[config.mk]
export PLATFORM = sky130hd
export DESIGN_NAME = countdown_5bit
export DESIGN_NICKNAME = d
export VERILOG_FILES = /design/src/rtl/countdown_5bit_pkg.sv /design/src/rtl/countdown_5bit_dffe_sclr.sv /design/src/rtl/countdown_5bit.sv
export SDC_FILE = /design/constraint.sdc
export NUM_CORES = 1
export LEC_CHECK = 0
export CAP_MARGIN = 5
export CELL_PAD_IN_SITES_DETAIL_PLACEMENT = 0
export CELL_PAD_IN_SITES_GLOBAL_PLACEMENT = 2
export CORE_MARGIN = 2
export CORE_UTILIZATION = 25
export CTS_CLUSTER_SIZE = 10
export DETAILED_ROUTE_END_ITERATION = 16
export GPL_ROUTABILITY_DRIVEN = 0
export GPL_TIMING_DRIVEN = 0
export PLACE_DENSITY = 0.84
export SLEW_MARGIN = 40
export SYNTH_ARGS = -nofsm -noshare
export SYNTH_HDL_FRONTEND = slang
export SYNTH_SLANG_ARGS = --single-unit
[constraint.sdc]
create_clock -name clk -period 1.9 [get_ports clk]
set_clock_uncertainty 0.2 [all_clocks]
set_input_delay 0.19 -clock clk [delete_from_list [all_inputs] [get_ports clk]]
set_output_delay 0.19 -clock clk [all_outputs]
set_load 0.02 [all_outputs]
[src/rtl/countdown_5bit_pkg.sv]
// Shared widths, state encodings and helpers for the 5-bit countdown timer.
// Optional build macro: COUNTDOWN_AUTORELOAD_EN.
package countdown_5bit_pkg;

    localparam int CNT_W = 5;

    typedef enum logic [1:0] {
        IDLE = 2'b00,
        RUN  = 2'b01,
        DONE = 2'b10
    } state_t;

    // Saturating decrement: the count never wraps from 0 to 31.
    function automatic logic [CNT_W-1:0] dec_sat(
        input logic [CNT_W-1:0] v
    );
        if (v == '0)
            return '0;
        else
            return v - {{(CNT_W-1){1'b0}}, 1'b1};
    endfunction

endpackage

[src/rtl/countdown_5bit_dffe_sclr.sv]
// Single-bit D flip-flop with clock enable and synchronous clear.
// Clear has priority over enable.
module dffe_sclr (
    input  logic clk,
    input  logic clr,
    input  logic en,
    input  logic d,
    output logic q
);

    always_ff @(posedge clk) begin
        if (clr)
            q <= 1'b0;
        else if (en)
            q <= d;
    end

endmodule

[src/rtl/countdown_5bit.sv]
// Loadable 5-bit countdown timer with IDLE/RUN/DONE control FSM.
// Build macro COUNTDOWN_AUTORELOAD_EN adds a stop input and reload register.
module countdown_5bit
    import countdown_5bit_pkg::*;
(
    input  logic             clk,
    input  logic             clr,
    input  logic             start,
    input  logic             en,
    input  logic [CNT_W-1:0] load_val,
`ifdef COUNTDOWN_AUTORELOAD_EN
    input  logic             stop,
`endif
    output logic [CNT_W-1:0] q,
    output logic             ready,
    output logic             busy,
    output logic             done
);

    logic [1:0]       st_bits;
    state_t           state;
    state_t           nxt_state;
    logic             st_en;
    logic [CNT_W-1:0] q_r;
    logic [CNT_W-1:0] q_nxt;
    logic             q_en;

`ifdef COUNTDOWN_AUTORELOAD_EN
    logic [CNT_W-1:0] rl;
    logic             rl_en;
`endif

    assign state = state_t'(st_bits);

    always_comb begin
        nxt_state = state;
        st_en     = 1'b0;
        q_nxt     = q_r;
        q_en      = 1'b0;
`ifdef COUNTDOWN_AUTORELOAD_EN
        rl_en     = 1'b0;
`endif
        unique case (state)
            IDLE: begin
                if (start) begin
                    q_nxt = load_val;
                    q_en  = 1'b1;
                    st_en = 1'b1;
`ifdef COUNTDOWN_AUTORELOAD_EN
                    rl_en = 1'b1;
`endif
                    nxt_state = (load_val == '0) ? DONE : RUN;
                end
            end
            RUN: begin
                if (en) begin
                    q_nxt = dec_sat(q_r);
                    q_en  = 1'b1;
                    // q==0 cannot occur here; treat it as finished anyway
                    if (q_r <= {{(CNT_W-1){1'b0}}, 1'b1}) begin
                        nxt_state = DONE;
                        st_en     = 1'b1;
                    end
                end
            end
            DONE: begin
                st_en = 1'b1;
                q_en  = 1'b1;
`ifdef COUNTDOWN_AUTORELOAD_EN
                if (stop) begin
                    q_nxt     = '0;
                    nxt_state = IDLE;
                end else begin
                    q_nxt     = rl;
                    nxt_state = (rl == '0) ? DONE : RUN;
                end
`else
                q_nxt     = '0;
                nxt_state = IDLE;
`endif
            end
            default: begin
                q_nxt     = '0;
                q_en      = 1'b1;
                nxt_state = IDLE;
                st_en     = 1'b1;
            end
        endcase
    end

    for (genvar i = 0; i < 2; i++) begin : g_st
        dffe_sclr u_st (
            .clk (clk),
            .clr (clr),
            .en  (st_en),
            .d   (nxt_state[i]),
            .q   (st_bits[i])
        );
    end

    for (genvar i = 0; i < CNT_W; i++) begin : g_q
        dffe_sclr u_q (
            .clk (clk),
            .clr (clr),
            .en  (q_en),
            .d   (q_nxt[i]),
            .q   (q_r[i])
        );
    end

`ifdef COUNTDOWN_AUTORELOAD_EN
    for (genvar i = 0; i < CNT_W; i++) begin : g_rl
        dffe_sclr u_rl (
            .clk (clk),
            .clr (clr),
            .en  (rl_en),
            .d   (load_val[i]),
            .q   (rl[i])
        );
    end
`endif

    assign q     = q_r;
    assign ready = (state == IDLE);
    assign busy  = (state == RUN);
    assign done  = (state == DONE);

endmodule

=== Word level (Yosys, flattened, before mapping) ===
Index checks and enable logic that the tools add are counted.

* Register bits after elaboration: 7
* Bits of input ports: 9
* Output and inout bits: 8
* Logic and storage cells: 34

* Add/sub/neg operators: 1
* Order comparisons: 1
* Equality and inequality tests: 5
* Muxes and demuxes: 15
* Reductions and logical operators: 5

{| class="wikitable"
|+ Operators by type and width
! cell !! number
|-
| 2-to-1 mux 5 bit || 3
|-
| zero test 5 bit || 2
|-
| one-hot mux 5 bit (2 select lines) || 1
|-
| 2-to-1 mux 2 bit || 4
|-
| less-or-equal comparator 5 x 1 -> 1 bit (second input constant) || 1
|-
| subtractor 5 x 1 -> 5 bit (second input constant) || 1
|-
| 2-to-1 mux 1 bit || 4
|-
| != test 2 bit (second input constant) || 2
|-
| one-hot mux 1 bit (2 select lines) || 2
|-
| one-hot mux 2 bit (2 select lines) || 1
|-
| AND reduction 4 bit || 1
|-
| AND reduction 3 bit || 1
|-
| == test 2 x 1 -> 1 bit (second input constant) || 1
|-
| == test 2 bit (second input constant) || 1
|-
| zero test 2 bit || 1
|-
| != test 2 x 1 -> 1 bit (second input constant) || 1
|}

=== Logic depth before layout (Yosys ltp) ===
* Depth after elaboration: 5
* Gate-level depth with buffers: 5
* Gate-level depth less buffers: 5

=== By module ===
Synthesis repeated with hierarchy kept, for this count alone.

* Cells, all modules: 69
* Area, all modules: 565.5 µm²

{| class="wikitable"
|+ By module, submodules not included
! module !! times used !! cells each !! area an instance (µm²) !! sequential area each (µm²)
|-
| countdown_5bit || 1 || 48 || 329.1 || 0.0
|-
| dffe_sclr || 7 || 3 || 33.8 || 20.0
|}

=== Worst setup path after synthesis ===
No wires, ideal clock.

* Path type: flip-flop to flip-flop
* Start: register g_q[0].u_q.q
* End: register g_q[2].u_q.q
* Library setup time: 0.122 ns
* Data arrival time: 1.294 ns
* Required time: 1.578 ns
* Slack: 0.284 ns
* Stages on the path, launching flop included: 6
* Buffers on the path: 0
* Clock period less this slack: 1.616 ns
* Cells stage by stage: dfxtp_1 > inv_1 > ha_1 > or4b_4 > a32oi_1 > nor4_1

* Longest elaborated chain between the ends: 4
* Elaborated cells between the ends (all ways): 5
* Classes of those cells: add/sub (1); mux (3); reduce/logical (1)

{| class="wikitable"
|+ Ends and longest elaborated chain
! element !! line !! source
|-
| start, declared || countdown_5bit_dffe_sclr.sv:8 || <nowiki>output logic q</nowiki>
|-
| start signal, assigned || countdown_5bit_dffe_sclr.sv:13 || <nowiki>q <= 1'b0;</nowiki>
|-
| start signal, assigned || countdown_5bit_dffe_sclr.sv:15 || <nowiki>q <= d;</nowiki>
|-
| subtractor 5 x 1 -> 5 bit or zero test 5 bit (tied branches) || countdown_5bit_pkg.sv:20, countdown_5bit_pkg.sv:17 ||
|-
| 2-to-1 mux 5 bit * || countdown_5bit_pkg.sv:17 || <nowiki>if (v == '0)</nowiki>
|-
| 2-to-1 mux 5 bit * || countdown_5bit.sv:56 || <nowiki>if (en) begin</nowiki>
|-
| one-hot mux 5 bit (2 select lines) * || countdown_5bit.sv:43 || <nowiki>unique case (state)</nowiki>
|-
| end signal, assigned || countdown_5bit_dffe_sclr.sv:13 ||
|-
| end signal, assigned || countdown_5bit_dffe_sclr.sv:15 ||
|-
| end, declared || countdown_5bit_dffe_sclr.sv:8 ||
|}

Mark *: on every way between the ends. The rest lies on a longest branch, timed or not. The select of a mux whose other input is x is not followed.
A chain may end at the register's enable or synchronous reset.

=== Worst setup path after layout ===
* Start: register g_q[3].u_q.q
* End: output port q[3]

{| class="wikitable"
|+ RTL lines
! element !! line !! source
|-
| start, declared || countdown_5bit_dffe_sclr.sv:8 ||
|-
| start signal, assigned || countdown_5bit_dffe_sclr.sv:13 ||
|-
| start signal, assigned || countdown_5bit_dffe_sclr.sv:15 ||
|-
| end, declared || countdown_5bit.sv:14 || <nowiki>output logic [CNT_W-1:0] q,</nowiki>
|}

No word-level cell between the ends.

==> summary.txt <==
Cells and area
  – Ant. Diodes: 0
  – Post-layout util: 0.362
  – Fillers: between 200 and 250
  – Synth-to-Final Area Change: 39.1%
  – Layout cells sized above 1: 0.184
  – Fin nets: 100

Pwr
  – Pint: between 0.0003 and 0.0004 W
  – P_leak: 0.324 nW
  – PD cells: 768 nW/um^2
  – Clk pwr share: 0.232
  – VDD IR-drop max: between 0.2 and 0.3 mV
  – P_sw: ~0.00022 W
  – Switching share of power: 0.358
  – Combinational fraction of design power: 0.453
  – Reg power frac: 0.314

CTS
  – TritonCTS clock tree: yes
  – Later-pin clock latency in the skew report: ~0.26 ns
  – Root buffer cell: clkbuf_4
  – Clk slew on worst S/H paths: 0.06 ns
  – Postcts setup bufs: 0
  – Hold buffers post-CTS: 0
  – CTS Sinks: 7
  – H-tree depth: 1
  – CTS buffer count: 3
  – Clock buffer depth: 2

Synthesis
  – Area fraction of the dominant cell type after synthesis: 0.246
  – Cells after synthesis: between 60 and 70
  – Top cells by area, synth: dfxtp_1 (25%), buf_4 (6.6%), ha_1 (6.6%), o31ai_1 (6.6%), a21oi_1 (5.3%)
  – Count of cell types in the netlist: 33
  – Biggest area consumer among synthesized cells: dfxtp_1
  – Post-synthesis net count: 79
  – Seq cells post-synth: 7
  – Async set-reset flop share out of synthesis: 0
  – Post-synth EDFFs: 0
  – Most used flip-flop cell after synthesis: dfxtp_1
  – Seq/Total Area, Yosys: 0.246
  – Syn avg cell area: 8.50 um^2
  – Mapped cell area: between 500 and 600 um^2
  – Number of synthesis warnings: 0

Critical path
  – CP startpoint kind: flop
  – R2R Path Start: g_q[0].u_q.q$_SDFFE_PP0P_
  – Setup crit start: g_q[3].u_q.q$_SDFFE_PP0P_
  – Maximum fanout along the worst path: 8
  – Arr. time, crit path: 1.44 ns
  – Worst R2R End: g_q[2].u_q.q$_SDFFE_PP0P_
  – Crit path to: q[3]
  – Register-to-register setup slack: between 0.15 and 0.2 ns
  – Register-to-Register Path Depth: 5
  – CP Data Required Time: ~1.5 ns
  – Setup crit end kind: primary output
  – CP Class: reg -> out

Timing
  – RSZ-0062 raised after global routing: false
  – Max frequency: ~550 MHz
  – Slew @ Worst Pin: just under 0.5 ns
  – Max transition margin: 0.668
  – Setup_tns: 0 ns
  – Minimum clock period: 1.83 ns
  – Final Hold Viols: 0
  – Part of the cycle the worst path needs: 0.965
  – Final setup viols: 0
  – Pins Over Slew Limit: 0

Global routing
  – Vias in the first global route: 480
  – Total gr overflow: 0
  – First-pass GRT wire length: approximately 2.2 mm
  – Largest net degree at the start of global routing: 11
  – Initial antenna violation count: 0
  – GRT Resource Usage Total: 0.110

Floorplanning
  – Chip width: between 50 and 60 um
  – Initial core utilization: 0.260
  – Core Area: ~2200 um^2
  – Die height: approximately 52 um
  – Die area: between 2000 and 3000 um^2
  – Rows: 17
  – I/O pin count: 17

Placement
  – Port bufs: 16
  – DPL Wire Length: approximately 1.0 mm

Routing
  – Routed wire length: 1.34 mm
  – Detailed Routing Iterations Pass 1: 5
  – Avg WL per Cell: 11.7 um
  – Via density: between 4 and 5
  – Routed via count: ~570
  – Antenna-violating nets left: 0
  – Drt drc: 0
  – Initial DRC count: 19

Min path
  – Hold Crit Class: in -> reg

Run
  – Max Cap Viol: 0

Status
  – Outcome: finished clean
## worst min path at each step
stage	startpoint	end	slack, ns	cells after the start
global placement	g_q[4].u_q.q$_SDFFE_PP0P_	g_q[4].u_q.q$_SDFFE_PP0P_	0.34	2
finish	clr	g_st[0].u_st.q$_SDFFE_PP0P_	0.35	2
global route	clr	g_st[0].u_st.q$_SDFFE_PP0P_	0.38	2
detailed placement	g_q[4].u_q.q$_SDFFE_PP0P_	g_q[4].u_q.q$_SDFFE_PP0P_	0.34	2
CTS	clr	g_st[0].u_st.q$_SDFFE_PP0P_	0.34	2
floorplan	clr	g_st[0].u_st.q$_SDFFE_PP0P_	0.06	1
## routing by layer
metal  vias to the layer above  global-route usage  wire (um)
met3                         2              0.0259         99
li1                        290                   -          -
met2                        23               0.152        521
met4                         0              0.0658         23
met1                       256               0.153        695
met5                         -                   0          0
## cell type report
class	instances	area [um^2]	area share
clock buffer	4	26.3	0.0332
inverter	4	15.0	0.0190
multi-input combinational	48	355	0.449
tap	28	35.0	0.0442
timing repair buffer	16	161	0.204
buffer	8	58.8	0.0742
sequential	7	140	0.177
## stage by stage
| stage | worst slack, ns | total power [W] | instance area (um^2) | hold slack (ns) | std cells |
|---|---|---|---|---|---|
| final | 0.0657 | 0.000608 | 792 | 0.346 | 115 |
| after global routing | 0.00377 | 0.000653 | 792 | 0.381 | 115 |
| after CTS | 0.0217 | 0.000616 | 790 | 0.343 | 115 |
| after detailed placement | 0.104 | 0.000473 | 764 | 0.341 | 111 |
| after global placement | 0.108 | 0.000473 | 764 | 0.345 | 111 |
| after floorplan | 0.284 | 0.000378 | 569 | 0.0591 | 67 |
## repair_timing
item / CTS / global route
endpoints found under the hold margin: 0 / 0
resized for setup: 1 / 1
pin swaps: 0 / 0
setup endpoints to repair: 1 / 1
## cell families after synthesis
logic type,share of synthesized area
buf+inv,0.130
fa+ha+maj,0.0659
simple gates,0.257
flops,0.246
compound gates,0.301
## critical path, stage by stage (launching register included)
cell and delay (ns):
dfxtp_1 0.45, buf_4 0.15, clkdlybuf4s50_1 0.58
## state kept, by name, indices dropped and copies added, names as in the netlist
name	flops
g_q.u_q.q	5
g_st.u_st.q	2
## synthesized netlist by cell type, types with 2 or more instances
| cell type | n |
|---|---|
| a211oi_1 | 2 |
| a21oi_1 | 6 |
| a22oi_1 | 2 |
| buf_2 | 2 |
| buf_4 | 5 |
| dfxtp_1 | 7 |
| ha_1 | 3 |
| inv_1 | 4 |
| nor2b_1 | 3 |
| nor3_1 | 2 |
| nor4_1 | 2 |
| o21ai_0 | 3 |
| o31ai_1 | 5 |
| or3b_1 | 2 |
## power by group through the flow
stage | Sequential (W) | Combinational (W) | Clock (W)
after CTS | 0.000191 | 0.000278 | 0.000147
after global placement | 0.000195 | 0.000279 | 0
after floorplan | 0.000188 | 0.000190 | 0
after detailed placement | 0.000194 | 0.000279 | 0
after global routing | 0.000196 | 0.000302 | 0.000155
final | 0.000191 | 0.000276 | 0.000141
## placed cells by master (no fill, tap or decap), types with 3 or more instances in the layout
| cell type | n |
|---|---|
| o31ai_1 | 5 |
| o21ai_0 | 3 |
| inv_1 | 4 |
| clkbuf_4 | 3 |
| a21oi_1 | 6 |
| clkdlybuf4s50_1 | 14 |
| nor2b_1 | 3 |
| dfxtp_1 | 7 |
| buf_4 | 5 |
| ha_1 | 3 |
Power figures use the tool's default switching activity.
